**src/rtl/uart_rx_deserializer.sv**
```systemverilog
// UART receive deserializer: oversampled start detection, 3-sample majority vote,
// LSB-first shift, optional parity and stop check. Define RX_SYNC_EN to add a 2-flop rx_in synchronizer.
module uart_rx_deserializer #(
  parameter int DATA_WIDTH = 8,
  parameter int PRESCALE_W = 6
) (
  input  logic                  clk,
  input  logic                  rst,
  input  logic                  rx_in,
  input  logic [PRESCALE_W-1:0] prescale,
  input  logic                  par_en,
  input  logic                  par_typ,
  output logic [DATA_WIDTH-1:0] p_data,
  output logic                  data_valid,
  output logic                  par_err,
  output logic                  stp_err
);

  localparam int BCW = $clog2(DATA_WIDTH + 1);

  typedef enum logic [2:0] {IDLE, START, DATA, PARITY, STOP} state_e;

  state_e                  state_q, state_d;
  logic [PRESCALE_W-1:0]   edge_cnt_q, edge_cnt_d;
  logic [BCW-1:0]          bit_cnt_q, bit_cnt_d;
  logic [DATA_WIDTH-1:0]   shift_q, shift_d;
  logic [DATA_WIDTH-1:0]   p_data_q, p_data_d;
  logic                    data_valid_q, data_valid_d;
  logic                    par_err_q, par_err_d;
  logic                    stp_err_q, stp_err_d;
  logic [PRESCALE_W-1:0]   prescale_q, prescale_d;
  logic                    par_en_q, par_en_d;
  logic                    par_typ_q, par_typ_d;
  logic [2:0]              samp_q, samp_d;
  logic                    rx_s;

`ifdef RX_SYNC_EN
  logic sync1_q, sync2_q;

  always_ff @(posedge clk or negedge rst) begin
    if (!rst) begin
      sync1_q <= 1'b1;
      sync2_q <= 1'b1;
    end else begin
      sync1_q <= rx_in;
      sync2_q <= sync1_q;
    end
  end

  assign rx_s = sync2_q;
`else
  assign rx_s = rx_in;
`endif

  logic [PRESCALE_W-1:0] half;
  logic                  at_wrap;
  logic                  at_check;
  logic                  bit_val;

  assign half     = prescale_q >> 1;
  assign at_wrap  = (edge_cnt_q == prescale_q - PRESCALE_W'(1));
  assign at_check = (edge_cnt_q == half + PRESCALE_W'(2));
  assign bit_val  = (samp_q[0] & samp_q[1]) | (samp_q[0] & samp_q[2]) | (samp_q[1] & samp_q[2]);

  always_comb begin
    state_d      = state_q;
    edge_cnt_d   = edge_cnt_q;
    bit_cnt_d    = bit_cnt_q;
    shift_d      = shift_q;
    p_data_d     = p_data_q;
    data_valid_d = 1'b0;
    par_err_d    = par_err_q;
    stp_err_d    = stp_err_q;
    prescale_d   = prescale_q;
    par_en_d     = par_en_q;
    par_typ_d    = par_typ_q;
    samp_d       = samp_q;

    if (state_q != IDLE) begin
      if (at_wrap) begin
        edge_cnt_d = '0;
        bit_cnt_d  = bit_cnt_q + BCW'(1);
      end else begin
        edge_cnt_d = edge_cnt_q + PRESCALE_W'(1);
      end
      if (edge_cnt_q == half - PRESCALE_W'(1)) samp_d[0] = rx_s;
      if (edge_cnt_q == half)                  samp_d[1] = rx_s;
      if (edge_cnt_q == half + PRESCALE_W'(1)) samp_d[2] = rx_s;
    end

    case (state_q)
      IDLE: begin
        edge_cnt_d = '0;
        bit_cnt_d  = '0;
        if (!rx_s) begin
          state_d    = START;
          par_err_d  = 1'b0;
          stp_err_d  = 1'b0;
          prescale_d = prescale;
          par_en_d   = par_en;
          par_typ_d  = par_typ;
        end
      end
      START: begin
        if (at_check && bit_val) begin
          state_d    = IDLE;
          edge_cnt_d = '0;
          bit_cnt_d  = '0;
        end else if (at_wrap) begin
          state_d = DATA;
        end
      end
      DATA: begin
        if (at_check) shift_d = {bit_val, shift_q[DATA_WIDTH-1:1]};
        if (at_wrap && bit_cnt_q == BCW'(DATA_WIDTH)) state_d = par_en_q ? PARITY : STOP;
      end
      PARITY: begin
        if (at_check && (bit_val != (^shift_q ^ par_typ_q))) par_err_d = 1'b1;
        if (at_wrap) state_d = STOP;
      end
      STOP: begin
        // Leave mid-stop-bit so a start edge right after the stop bit is seen.
        if (at_check) begin
          if (!bit_val) begin
            stp_err_d = 1'b1;
          end else if (!par_err_q) begin
            p_data_d     = shift_q;
            data_valid_d = 1'b1;
          end
          state_d    = IDLE;
          edge_cnt_d = '0;
          bit_cnt_d  = '0;
        end
      end
      default: state_d = IDLE;
    endcase
  end

  always_ff @(posedge clk or negedge rst) begin
    if (!rst) begin
      state_q      <= IDLE;
      edge_cnt_q   <= '0;
      bit_cnt_q    <= '0;
      shift_q      <= '0;
      p_data_q     <= '0;
      data_valid_q <= 1'b0;
      par_err_q    <= 1'b0;
      stp_err_q    <= 1'b0;
      prescale_q   <= '0;
      par_en_q     <= 1'b0;
      par_typ_q    <= 1'b0;
      samp_q       <= '0;
    end else begin
      state_q      <= state_d;
      edge_cnt_q   <= edge_cnt_d;
      bit_cnt_q    <= bit_cnt_d;
      shift_q      <= shift_d;
      p_data_q     <= p_data_d;
      data_valid_q <= data_valid_d;
      par_err_q    <= par_err_d;
      stp_err_q    <= stp_err_d;
      prescale_q   <= prescale_d;
      par_en_q     <= par_en_d;
      par_typ_q    <= par_typ_d;
      samp_q       <= samp_d;
    end
  end

  assign p_data     = p_data_q;
  assign data_valid = data_valid_q;
  assign par_err    = par_err_q;
  assign stp_err    = stp_err_q;

endmodule

```
**config.mk**
```make
export PLATFORM = sky130hd
export DESIGN_NAME = uart_rx_deserializer
export DESIGN_NICKNAME = d
export VERILOG_FILES = /design/src/rtl/uart_rx_deserializer.sv
export SDC_FILE = /design/constraint.sdc
export NUM_CORES = 1
export LEC_CHECK = 0
export BUFFER_PORTS_ARGS = -buffer_cell sky130_fd_sc_hd__buf_2
export CAP_MARGIN = 15
export CORE_MARGIN = 2
export CORE_UTILIZATION = 45
export DETAILED_ROUTE_END_ITERATION = 8
export PLACE_DENSITY = 0.69
export SLEW_MARGIN = 5
export SYNTH_ARGS = -nofsm -noshare
export SYNTH_HDL_FRONTEND = slang
export SYNTH_SLANG_ARGS = --single-unit
```
**constraint.sdc**
```tcl
create_clock -name clk -period 3.16 [get_ports clk]
set_input_delay 0.632 -clock clk [delete_from_list [all_inputs] [get_ports clk]]
set_output_delay 0.632 -clock clk [all_outputs]
set_load 0.03 [all_outputs]
```
Word-level counts from Yosys, hierarchy flattened
Cells that the tools add are included.
Cells by class
  add/subtract/negate cells: 6
  equality and inequality tests: 18
  muxes and demuxes: 28
  bitwise gates (word level): 8
  reductions and logical operators: 17
Operators by type and width (count)
  == test 6 bit: 4
  2-to-1 mux 6 bit: 4
  2-to-1 mux 3 bit: 7
  case mux 6 bit (3 select lines): 1
  2-to-1 mux 4 bit: 4
  case mux 3 bit (5 select lines): 1
  inequality test 2 bit (second input constant): 6
  case mux 4 bit (3 select lines): 1
  AND reduction 2 bit: 5
  2-to-1 mux 1 bit: 8
  AND reduction 4 bit: 2
  XOR reduction 8 bit: 1
  adder 5 x 1 -> 6 bit (second input constant): 1
  adder 5 x 2 -> 6 bit (second input constant): 1
  adder 6 x 1 -> 6 bit (second input constant): 1
  == test 3 x 2 -> 1 bit (second input constant): 2
  == test 6 x 5 -> 1 bit: 1
  subtractor 5 x 1 -> 6 bit (second input constant): 1
  subtractor 6 x 1 -> 6 bit (second input constant): 1
  AND reduction 5 bit: 1
  adder 4 x 1 -> 4 bit (second input constant): 1
  == test 4 bit (second input constant): 1
  case mux 1 bit (2 select lines): 2
  nonzero test 2 bit: 2
  other kinds (12): 18
Storage, ports and cells
  register bits after elaboration: 43
  input bits: 11
  logic and storage cells: 91

Longest topological paths before layout
Gate-level depths: netlist (run 1).
  depth after elaboration: 7
  depth in mapped cells: 9
  gate-level depth less buffers: 8

Worst setup path before layout (run 1)
Ideal clock, no wire load.
  path kind: register to register
  start point: reg prescale_q[2]
  end point: reg state_q[2]
  data arrival time: 2.275 ns
  required time: 3.042 ns
  path slack: 0.767 ns
  stages on the path, launching flop included: 9
  buffers on the path: 0
  cell sequence: dfrtp_1 inv_1 ha_1 a21boi_0 xnor2_1 o21bai_1 nor3_2 or4_1 a21o_1
Between the ends
  longest elaborated chain between the ends: 5
  elaborated cells between the ends (all ways): 13
  those cells by class: 2 x add/sub; 6 x eq/ne; 2 x mux; 3 x reduce/logical
Ends and longest elaborated chain
  start, declared: RTL line 31  | logic [PRESCALE_W-1:0] prescale_q, prescale_d;
  start signal, assigned: RTL line 162  | prescale_q <= prescale_d;
  subtractor 6 x 1 -> 6 bit or adder 5 x 2 -> 6 bit (tied branches): RTL line 61, 62
  == test 6 bit (on tied branches): RTL line 61, 62
  logical AND 1 bit (on tied branches): RTL line 115, 105
  inequality test 2 bit (no source line), or another cell as far along
  AND reduction 5 bit (no source line) or case mux 3 bit (5 select lines) (tied branches)
  end signal, assigned: RTL line 154  | state_q <= state_d;
  end, declared: RTL line 23  | state_e state_q, state_d;
Several ways; a longest one is shown, not always the timed one.
A chain may end at the register's enable or synchronous reset.

Worst setup path in the final report (run 1)
Ends and elaborated chain as after synthesis.

==> results of run 1 <==
==> area by class of cell <==
type | instances | area [µm²] | share of cell area (%)
timing repair buffer | 22 | 112.6 | 3.871
clock buffer | 6 | 82.58 | 2.839
multi-input combinational | 186 | 1479 | 50.84
sequential | 43 | 1076 | 36.99
inverter | 14 | 52.55 | 1.806
tap | 72 | 90.09 | 3.097
clock inverter | 2 | 16.27 | 0.5591
==> cell usage after synthesis, drive strengths merged, types with 2 or more instances <==
master / count / area [µm²]
a21boi: 3 / 22.52
a21o: 5 / 37.54
a21oi: 7 / 46.30
and3: 3 / 18.77
buf: 3 / 23.77
clkbuf: 7 / 27.52
dfrtp: 43 / 1076
ha: 10 / 125.1
inv: 14 / 52.55
mux2: 22 / 247.7
mux2i: 3 / 30.03
nand2: 13 / 48.80
nand2b: 2 / 12.51
nand3: 6 / 30.03
nand3b: 2 / 15.01
nand4: 4 / 40.04
nor2: 16 / 62.56
nor2b: 5 / 31.28
nor3: 13 / 81.33
nor4: 2 / 27.53
o211ai: 4 / 43.79
o21ai: 11 / 55.05
o41ai: 3 / 26.28
or3: 2 / 17.52
xnor2: 22 / 207.7
xor2: 10 / 87.58
==> layer usage <==
layer	vias to the layer above	GRT usage [%]	part of all wire (%)
met1	944	23.99	47
met3	8	3.333	3.3
met5	-	0	0
met4	0	6.441	1.3
li1	928	-	-
met2	24	27.85	49
==> power groups by stage <==
stage               combinational (W)  clock, W  sequential (W)
floorplan                     0.00126         0        0.000837
global placement              0.00137         0        0.000969
detailed placement            0.00140         0        0.000964
CTS                           0.00141  0.000389        0.000955
global route                  0.00156  0.000413        0.000990
finish                        0.00141  0.000376        0.000958
==> flip-flops by register name, summed over array words and instances, names as in the netlist <==
signal	flops
samp_q	3
shift_q	8
par_err	1
data_valid	1
par_en_q	1
state_q	3
bit_cnt_q	4
p_data	8
prescale_q	6
par_typ_q	1
stp_err	1
edge_cnt_q	6
==> logic make-up after synthesis <==
group / count (synthesis) / share of synthesized area [%]
XOR/XNOR: 32 / 11.11
flip-flops: 43 / 40.47
AO/OA/AOI/OAI: 45 / 13.04
multiplexers: 25 / 10.45
buffers and inverters: 24 / 3.906
AND/OR/NAND/NOR: 74 / 16.33
adder cells (fa/ha/maj): 10 / 4.706
==> path summary, 6_finish.rpt <==
check                               from            to  slack (ps)  cells after the start
setup / recovery           prescale_q[2]    state_q[2]         410                      8
hold / removal                       rst  bit_cnt_q[1]         470                      1
setup reg to reg           prescale_q[2]    state_q[2]         410                      8
hold reg to reg                p_data[0]     p_data[0]         500                      1
max in group asynchronous            rst    state_q[2]        2090                      1
min in group clk               p_data[0]     p_data[0]         500                      1
==> through the flow <==
stage / std cells / util (%) / hold WS, ps
after floorplan: 253 / - / 336.4
after global placement: 337 / 50.11 / 477.8
after detailed placement: 337 / 50.11 / 485.9
after CTS: 345 / 51.87 / 506.1
after global routing: 345 / 51.87 / 521.9
final: 345 / 51.87 / 471.0
==> results.sh, run 1 <==
export IMPL_cts_resized=0
export IMPL_gp_congestion=0.8778
export IMPL_p_int_w=0.001518
export IMPL_grt_max_degree=44
export IMPL_p_sw_share_pct=44.68
export IMPL_grt_pass1_wl_mm=8.894
export IMPL_power_total_w=0.002743
export IMPL_overflow=0
export IMPL_layout_drive_gt1_share_pct=23.08
export IMPL_final_cell_mix="dfrtp_1 (43), buf_2 (21), xnor2_1 (20), mux2_2 (20), nor2_1 (15)"
export IMPL_ant_nets=0
export IMPL_n_fill_cell=536
export IMPL_cp_num_buf_inv=1
export IMPL_first_pass_iters=4
export IMPL_setup_viol=0
export IMPL_cp_cell_sequence="inv_1 > ha_1 > a21boi_0 > xnor2_1 > o21bai_1 > nor3_2 > or4_1 > a21o_1"
export IMPL_leakage_nw=1.309
export IMPL_dp_hpwl_mm=3.753
export IMPL_fin_area_um2=2909
export IMPL_comb_power_share_pct=51.4
export IMPL_cellPowerDensity_nw_per_um2=943.0
export IMPL_path_class="flip-flop to flip-flop"
export IMPL_core_area_um2=5608
export IMPL_crit_required_ps=3350
export IMPL_cts_tree="yes"
export IMPL_routed_wl_mm=5.158
export IMPL_placed_area_um2=2810
export IMPL_synth_edf_count=0
export IMPL_max_cap_violations=0
export IMPL_rsz0062_at_grt="false"
export IMPL_wl_per_cell_um=14.95
export IMPL_row_count=27
export IMPL_synth_seq_area_share_pct=40.47
export IMPL_timing_fmax_mhz=363.4
export IMPL_clkSlewWorstSetupHoldPaths_ps=90
export IMPL_startpoint_type="flip-flop"
export IMPL_diodes=0
export IMPL_crit_arrival_ps=2940
export IMPL_finalHoldViolCount=0
export IMPL_finalCriticalPeriod_ps=2752
export IMPL_io_pins=22
export IMPL_ctsLongestPathBuffers=2
export IMPL_ys_async_sr_fraction_pct=100.0
export IMPL_max_slew_margin_pct=36.39
export IMPL_htree_levels=2
export IMPL_post_place_ws_ps=436.2
export IMPL_finalNetCount=293
export IMPL_ys_warn_count=0
export IMPL_syn_inst=253
export IMPL_crit_family="compound AO/OA/AOI/OAI gates"
export IMPL_die_x_um=80.87
export IMPL_cp_slowest_stage_delay_ps=530
export IMPL_layout_setup_ws_ps=408.3
export IMPL_start_util_pct=47.41
export IMPL_grt_pass1_vias=1849
export IMPL_max_vdd_ir_drop_mv=0.4043
export IMPL_p_sw_w=0.001226
export IMPL_die_y_um=80.87
export IMPL_port_buffers=21
export IMPL_synth_fp_nets=274
export IMPL_area_delta_synth_final_pct=9.412
export IMPL_end_kind="flip-flop"
export IMPL_cts_hold_fix_buffers=0
export IMPL_pwr_share_clk_pct=13.7
export IMPL_cts_sink_count=43
export IMPL_antenna_found_initial=0
export IMPL_tightest_slew_ps=954.2
export IMPL_synth_distinct_cells=58
export IMPL_track_usage_pct=17.57
export IMPL_hold_path_class="input port to async pin"
export IMPL_pwr_share_seq_pct=34.9
export IMPL_die_area_um2=6539
export IMPL_layout_commonest_cell="dfrtp_1"
export IMPL_drc=0
export IMPL_tns_ps=0
export IMPL_root_buffer="clkbuf_8"
export IMPL_fin_crit_sh_pct=87.08
export IMPL_postCtsSetupRepairBufs=0
export IMPL_vias=1904
export IMPL_crit_fanout=10
export IMPL_via_per_inst=5.519
export IMPL_numCtsBuffers=5
export IMPL_drtIter0Drc=134
export IMPL_clk_latency_ps=300
export IMPL_synth_area_per_cell_um2=10.51
export IMPL_drv_slew=0
export IMPL_finClkSkew_ps=8.682
export IMPL_ys_seq_elements=43
export IMPL_synthFlopType="dfrtp_1"
export IMPL_outcome="completed"
export IMPL_netlist_area_um2=2659
export IMPL_crit_path_top_delay_cell="or4_1"
(Power assumes the default switching activity.)
==> run 2, diff against run 1 <==
MAX_ROUTING_LAYER = met4   (was not set)
==> run 2 against run 1 <==
- first-iteration DRC count shrank 8.2%
- sequential power rose by 0.4%
- global-route usage is 0.52 points higher
- largest cell class unchanged
- largest power group unchanged
==> results.sh, run 2 (synthesized netlist as in run 1, its figures left out) <==
export IMPL_dp_cells=337
export IMPL_clkSlewWorstSetupHoldPaths_ps=80
export IMPL_root_buffer="clkbuf_8"
export IMPL_overflow=0
export IMPL_core_area_um2=5608
export IMPL_crit_fanout=10
export IMPL_tns_ps=0
export IMPL_crit_arrival_ps=2920
export IMPL_layout_commonest_cell="dfrtp_1"
export IMPL_die_x_um=80.87
export IMPL_start_util_pct=47.41
export IMPL_vias=1918
export IMPL_timing_fmax_mhz=366.8
export IMPL_drtIter0Drc=123
export IMPL_fin_crit_sh_pct=86.27
export IMPL_startpoint_type="flip-flop"
export IMPL_end_kind="flip-flop"
export IMPL_area_delta_synth_final_pct=10.68
export IMPL_clk_latency_ps=290
export IMPL_cts_tree="yes"
export IMPL_leakage_nw=1.327
export IMPL_cts_resized=0
export IMPL_regToRegStartpoint="prescale_q[2]"
export IMPL_finalNetCount=293
export IMPL_r2r_setup_slack_ps=430
export IMPL_post_place_ws_ps=444.8
export IMPL_cp_num_buf_inv=1
export IMPL_r2r_cells=8
export IMPL_first_pass_iters=4
export IMPL_n_fill_cell=535
export IMPL_final_cell_mix="dfrtp_1 (43), buf_2 (21), xnor2_1 (20), mux2_2 (20), nor2_1 (15)"
export IMPL_drc=0
export IMPL_cts_sink_count=43
export IMPL_r2r_end="state_q[2]"
export IMPL_cp_slowest_stage_delay_ps=530
export IMPL_max_slew_margin_pct=37.01
export IMPL_drv_slew=0
export IMPL_cellPowerDensity_nw_per_um2=970.3
export IMPL_track_usage_pct=18.09
export IMPL_max_vdd_ir_drop_mv=0.3539
export IMPL_via_per_inst=5.559
export IMPL_setup_viol=0
export IMPL_wl_per_cell_um=14.85
export IMPL_numCtsBuffers=5
export IMPL_path_class="flip-flop to flip-flop"
export IMPL_grt_pass1_wl_mm=8.866
export IMPL_cts_hold_fix_buffers=0
export IMPL_rsz0062_at_grt="false"
export IMPL_layout_setup_ws_ps=433.7
export IMPL_dp_hpwl_mm=3.663
export IMPL_max_cap_violations=0
export IMPL_grt_pass1_vias=1865
export IMPL_cp_startpoint="prescale_q[2]"
export IMPL_crit_required_ps=3350
export IMPL_finalCriticalPeriod_ps=2726
export IMPL_crit_path_top_delay_cell="or4_1"
export IMPL_gp_congestion=0.9021
export IMPL_diodes=0
export IMPL_outcome="completed"
export IMPL_endpoint="state_q[2]"
export IMPL_crit_family="compound AO/OA/AOI/OAI gates"
export IMPL_postCtsSetupRepairBufs=0
export IMPL_antenna_found_initial=0
export IMPL_cp_cell_sequence="inv_1 > ha_1 > a21boi_0 > xnor2_1 > o21bai_1 > nor3_2 > or4_1 > a21o_1"
export IMPL_ant_nets=0
export IMPL_hold_path_class="input port to async pin"
export IMPL_routed_wl_mm=5.124
export IMPL_final_cells=345
export IMPL_io_pins=22
export IMPL_port_buffers=21
export IMPL_die_y_um=80.87
export IMPL_cp_depth=8
export IMPL_ctsLongestPathBuffers=2
export IMPL_finalHoldViolCount=0
export IMPL_grt_max_degree=44
export IMPL_power_total_w=0.002856
export IMPL_die_area_um2=6539
export IMPL_finClkSkew_ps=6.290
export IMPL_tightest_slew_ps=944.8
export IMPL_row_count=27
export IMPL_htree_levels=2
export IMPL_layout_drive_gt1_share_pct=22.71
## run 2: cell type report
cell class              instances  area, µm²  area share, %
well taps                      72      90.09          3.061
multi-input cells             186       1479          50.26
repair buffers                 22      112.6          3.827
inverters                      14      52.55          1.786
clock buffers                   6      72.57          2.466
clock inverters                 2      60.06          2.041
flip-flops and latches         43       1076          36.56
## run 2: power breakdown
group / internal (W) / switching [W]
clock network: 0.000316 / 0.000188
registers: 0.000690 / 0.000272
logic: 0.000648 / 0.000741
total: 0.00165 / 0.00120
## run 2: worst min-delay path by stage
stage | from | end | slack (ps)
finish | rst | p_data[7] | 480
global route | p_data[2] | p_data[2] | 520
CTS | p_data[0] | p_data[0] | 510
detailed placement | p_data[7] | p_data[7] | 480
global placement | p_data[0] | p_data[0] | 480
floorplan | rst | bit_cnt_q[0] | 340
## run 2: per-stage QoR
| stage | utilization, % | hold slack, ps | area (µm²) |
|---|---|---|---|
| floorplan | - | 336.4 | 2659 |
| global route | 52.48 | 523.2 | 2943 |
| global placement | 50.11 | 481.3 | 2810 |
| CTS | 52.48 | 506.8 | 2943 |
| finish | 52.48 | 484.9 | 2943 |
| detailed placement | 50.11 | 483.4 | 2810 |
## run 2: metal layers
metal  part of all wire, %  global-route usage [%]
met4                   1.7                   6.271
met3                   4.9                   4.444
met5                     0                       -
met2                    48                   27.93
met1                    46                   23.34
==> run 3, diff against run 2 <==
CELL_PAD_IN_SITES_DETAIL_PLACEMENT = 2   (was not set)
CELL_PAD_IN_SITES_GLOBAL_PLACEMENT = 2   (was not set)
CORE_UTILIZATION = 39   (was 45)
PLACE_DENSITY = 0.85   (was 0.69)
==> run 3 against run 2 <==
- worst hold slack better by 9.3 ps
- critical path type unchanged
- routed wire length up 50%
- non-clock buffer count up 2
- first-iteration DRC count down 20%
- fmax down 0.66%
- total power up 1.0%
- critical path depth unchanged
- sequential share of layout area up 0.44 points
==> results.sh, run 3 (synthesized netlist as in run 1, its figures left out) <==
export IMPL_crit_fanout=10
export IMPL_ant_nets=0
export IMPL_cts_sink_count=43
export IMPL_end_kind="flip-flop"
export IMPL_grt_use_met2_pct=41.54
export IMPL_die_y_um=86.57
export IMPL_postCtsSetupRepairBufs=0
export IMPL_leakage_nw=1.309
export IMPL_grt_busiest_layer="met2"
export IMPL_final_cell_mix="dfrtp_1 (43), buf_2 (21), xnor2_1 (20), mux2_2 (20), nor2_1 (15)"
export IMPL_cellPowerDensity_nw_per_um2=992.2
export IMPL_setup_viol=0
export IMPL_finalHoldViolCount=0
export IMPL_area_delta_synth_final_pct=9.365
export IMPL_cts_resized=0
export IMPL_htree_levels=2
export IMPL_placed_area_um2=2835
export IMPL_layout_commonest_cell="dfrtp_1"
export IMPL_grt_max_degree=44
export IMPL_hold_path_class="input port to async pin"
export IMPL_cts_tree="yes"
export IMPL_grt_pass1_vias=2312
export IMPL_row_count=30
export IMPL_drc=0
export IMPL_use_met3_pct=2.381
export IMPL_max_cap_violations=0
export IMPL_tightest_slew_ps=981.6
export IMPL_wl_per_cell_um=21.82
export IMPL_path_class="flip-flop to flip-flop"
export IMPL_clkSlewWorstSetupHoldPaths_ps=80
export IMPL_dp_hpwl_mm=5.375
export IMPL_die_x_um=86.57
export IMPL_die_area_um2=7494
export IMPL_io_pins=22
export IMPL_max_vdd_ir_drop_mv=0.3335
export IMPL_layout_setup_ws_ps=415.6
export IMPL_ctsLongestPathBuffers=2
export IMPL_fin_area_um2=2908
export IMPL_overflow=0
export IMPL_max_slew_margin_pct=34.56
export IMPL_tns_ps=0
export IMPL_use_met1_pct=26.84
export IMPL_power_total_w=0.002885
export IMPL_clk_latency_ps=300
export IMPL_core_area_um2=6681
export IMPL_via_per_inst=5.796
export IMPL_drv_slew=0
export IMPL_drtIter0Drc=99
export IMPL_first_pass_iters=4
export IMPL_start_util_pct=39.79
export IMPL_crit_required_ps=3350
export IMPL_timing_fmax_mhz=364.4
export IMPL_startpoint_type="flip-flop"
export IMPL_port_buffers=21
export IMPL_antenna_found_initial=0
export IMPL_diodes=0
export IMPL_crit_arrival_ps=2930
export IMPL_finClkSkew_ps=10.74
export IMPL_cts_hold_fix_buffers=0
export IMPL_root_buffer="clkbuf_8"
export IMPL_gp_congestion=0.8942
export IMPL_outcome="completed"
export IMPL_routed_wl_mm=7.701
export IMPL_post_place_ws_ps=425.8
export IMPL_layout_drive_gt1_share_pct=22.71
export IMPL_grt_pass1_wl_mm=12.74
export IMPL_rsz0062_at_grt="false"
export IMPL_vias=2046
export IMPL_fin_crit_sh_pct=86.85
export IMPL_track_usage_pct=23.38
export IMPL_numCtsBuffers=5
export IMPL_finalNetCount=295
export IMPL_finalCriticalPeriod_ps=2744
## run 3: cell types whose count changed in the layout (fill, tap and decap cells not counted)
cell | previous run | this run
buf_4 | 1 | 3
bufinv_16 | 2 | 0
## run 3: where the power goes
part / internal (W) / switching [W]
registers: 0.000690 / 0.000275
logic: 0.000674 / 0.000917
clock network: 0.000148 / 0.000181
total: 0.00151 / 0.00137
## run 3: routing by layer
layer | routed length (µm) | share of wire [%] | up-vias
li1 | - | - | 931
met1 | 3069 | 40 | 1069
met2 | 4259 | 55 | 32
met3 | 138 | 1.8 | 14
met4 | 233 | 3.0 | 0
met5 | 0 | 0 | -
## run 3: path summary, 6_finish.rpt
| path | slack [ps] | cells past startpoint | from | endpoint |
|---|---|---|---|---|
| setup / recovery | 420 | 8 | prescale_q[2] | state_q[2] |
| hold / removal | 490 | 1 | rst | prescale_q[1] |
| setup reg to reg | 420 | 8 | prescale_q[2] | state_q[2] |
| hold reg to reg | 500 | 1 | p_data[7] | p_data[7] |
| max in group asynchronous | 2060 | 1 | rst | p_data[2] |
| min in group clk | 500 | 1 | p_data[7] | p_data[7] |
## run 3: final cells by class
| type | count | area, µm² |
|---|---|---|
| fill | 732 | 3774 |
| tap | 80 | 100.1 |
| inverter | 14 | 52.55 |
| sequential | 43 | 1076 |
| timing repair buffer | 24 | 127.6 |
| clock buffer | 6 | 72.57 |
| multi-input combinational | 186 | 1479 |
## run 3: per-stage QoR
| stage | cells | util [%] | hold WS (ps) |
|---|---|---|---|
| after floorplan | 253 | - | 336.4 |
| after global placement | 347 | 42.43 | 477.5 |
| after detailed placement | 347 | 42.43 | 476.1 |
| after CTS | 353 | 43.52 | 504.0 |
| after global routing | 353 | 43.52 | 519.7 |
| final | 353 | 43.52 | 494.2 |
## run 3: worst max-delay path: stages (launching register included)
cell and delay, ps:
dfrtp_1 470, inv_1 200, ha_1 280, a21boi_0 400, xnor2_1 170, o21bai_1 220
nor3_2 180, or4_1 530, a21o_1 170
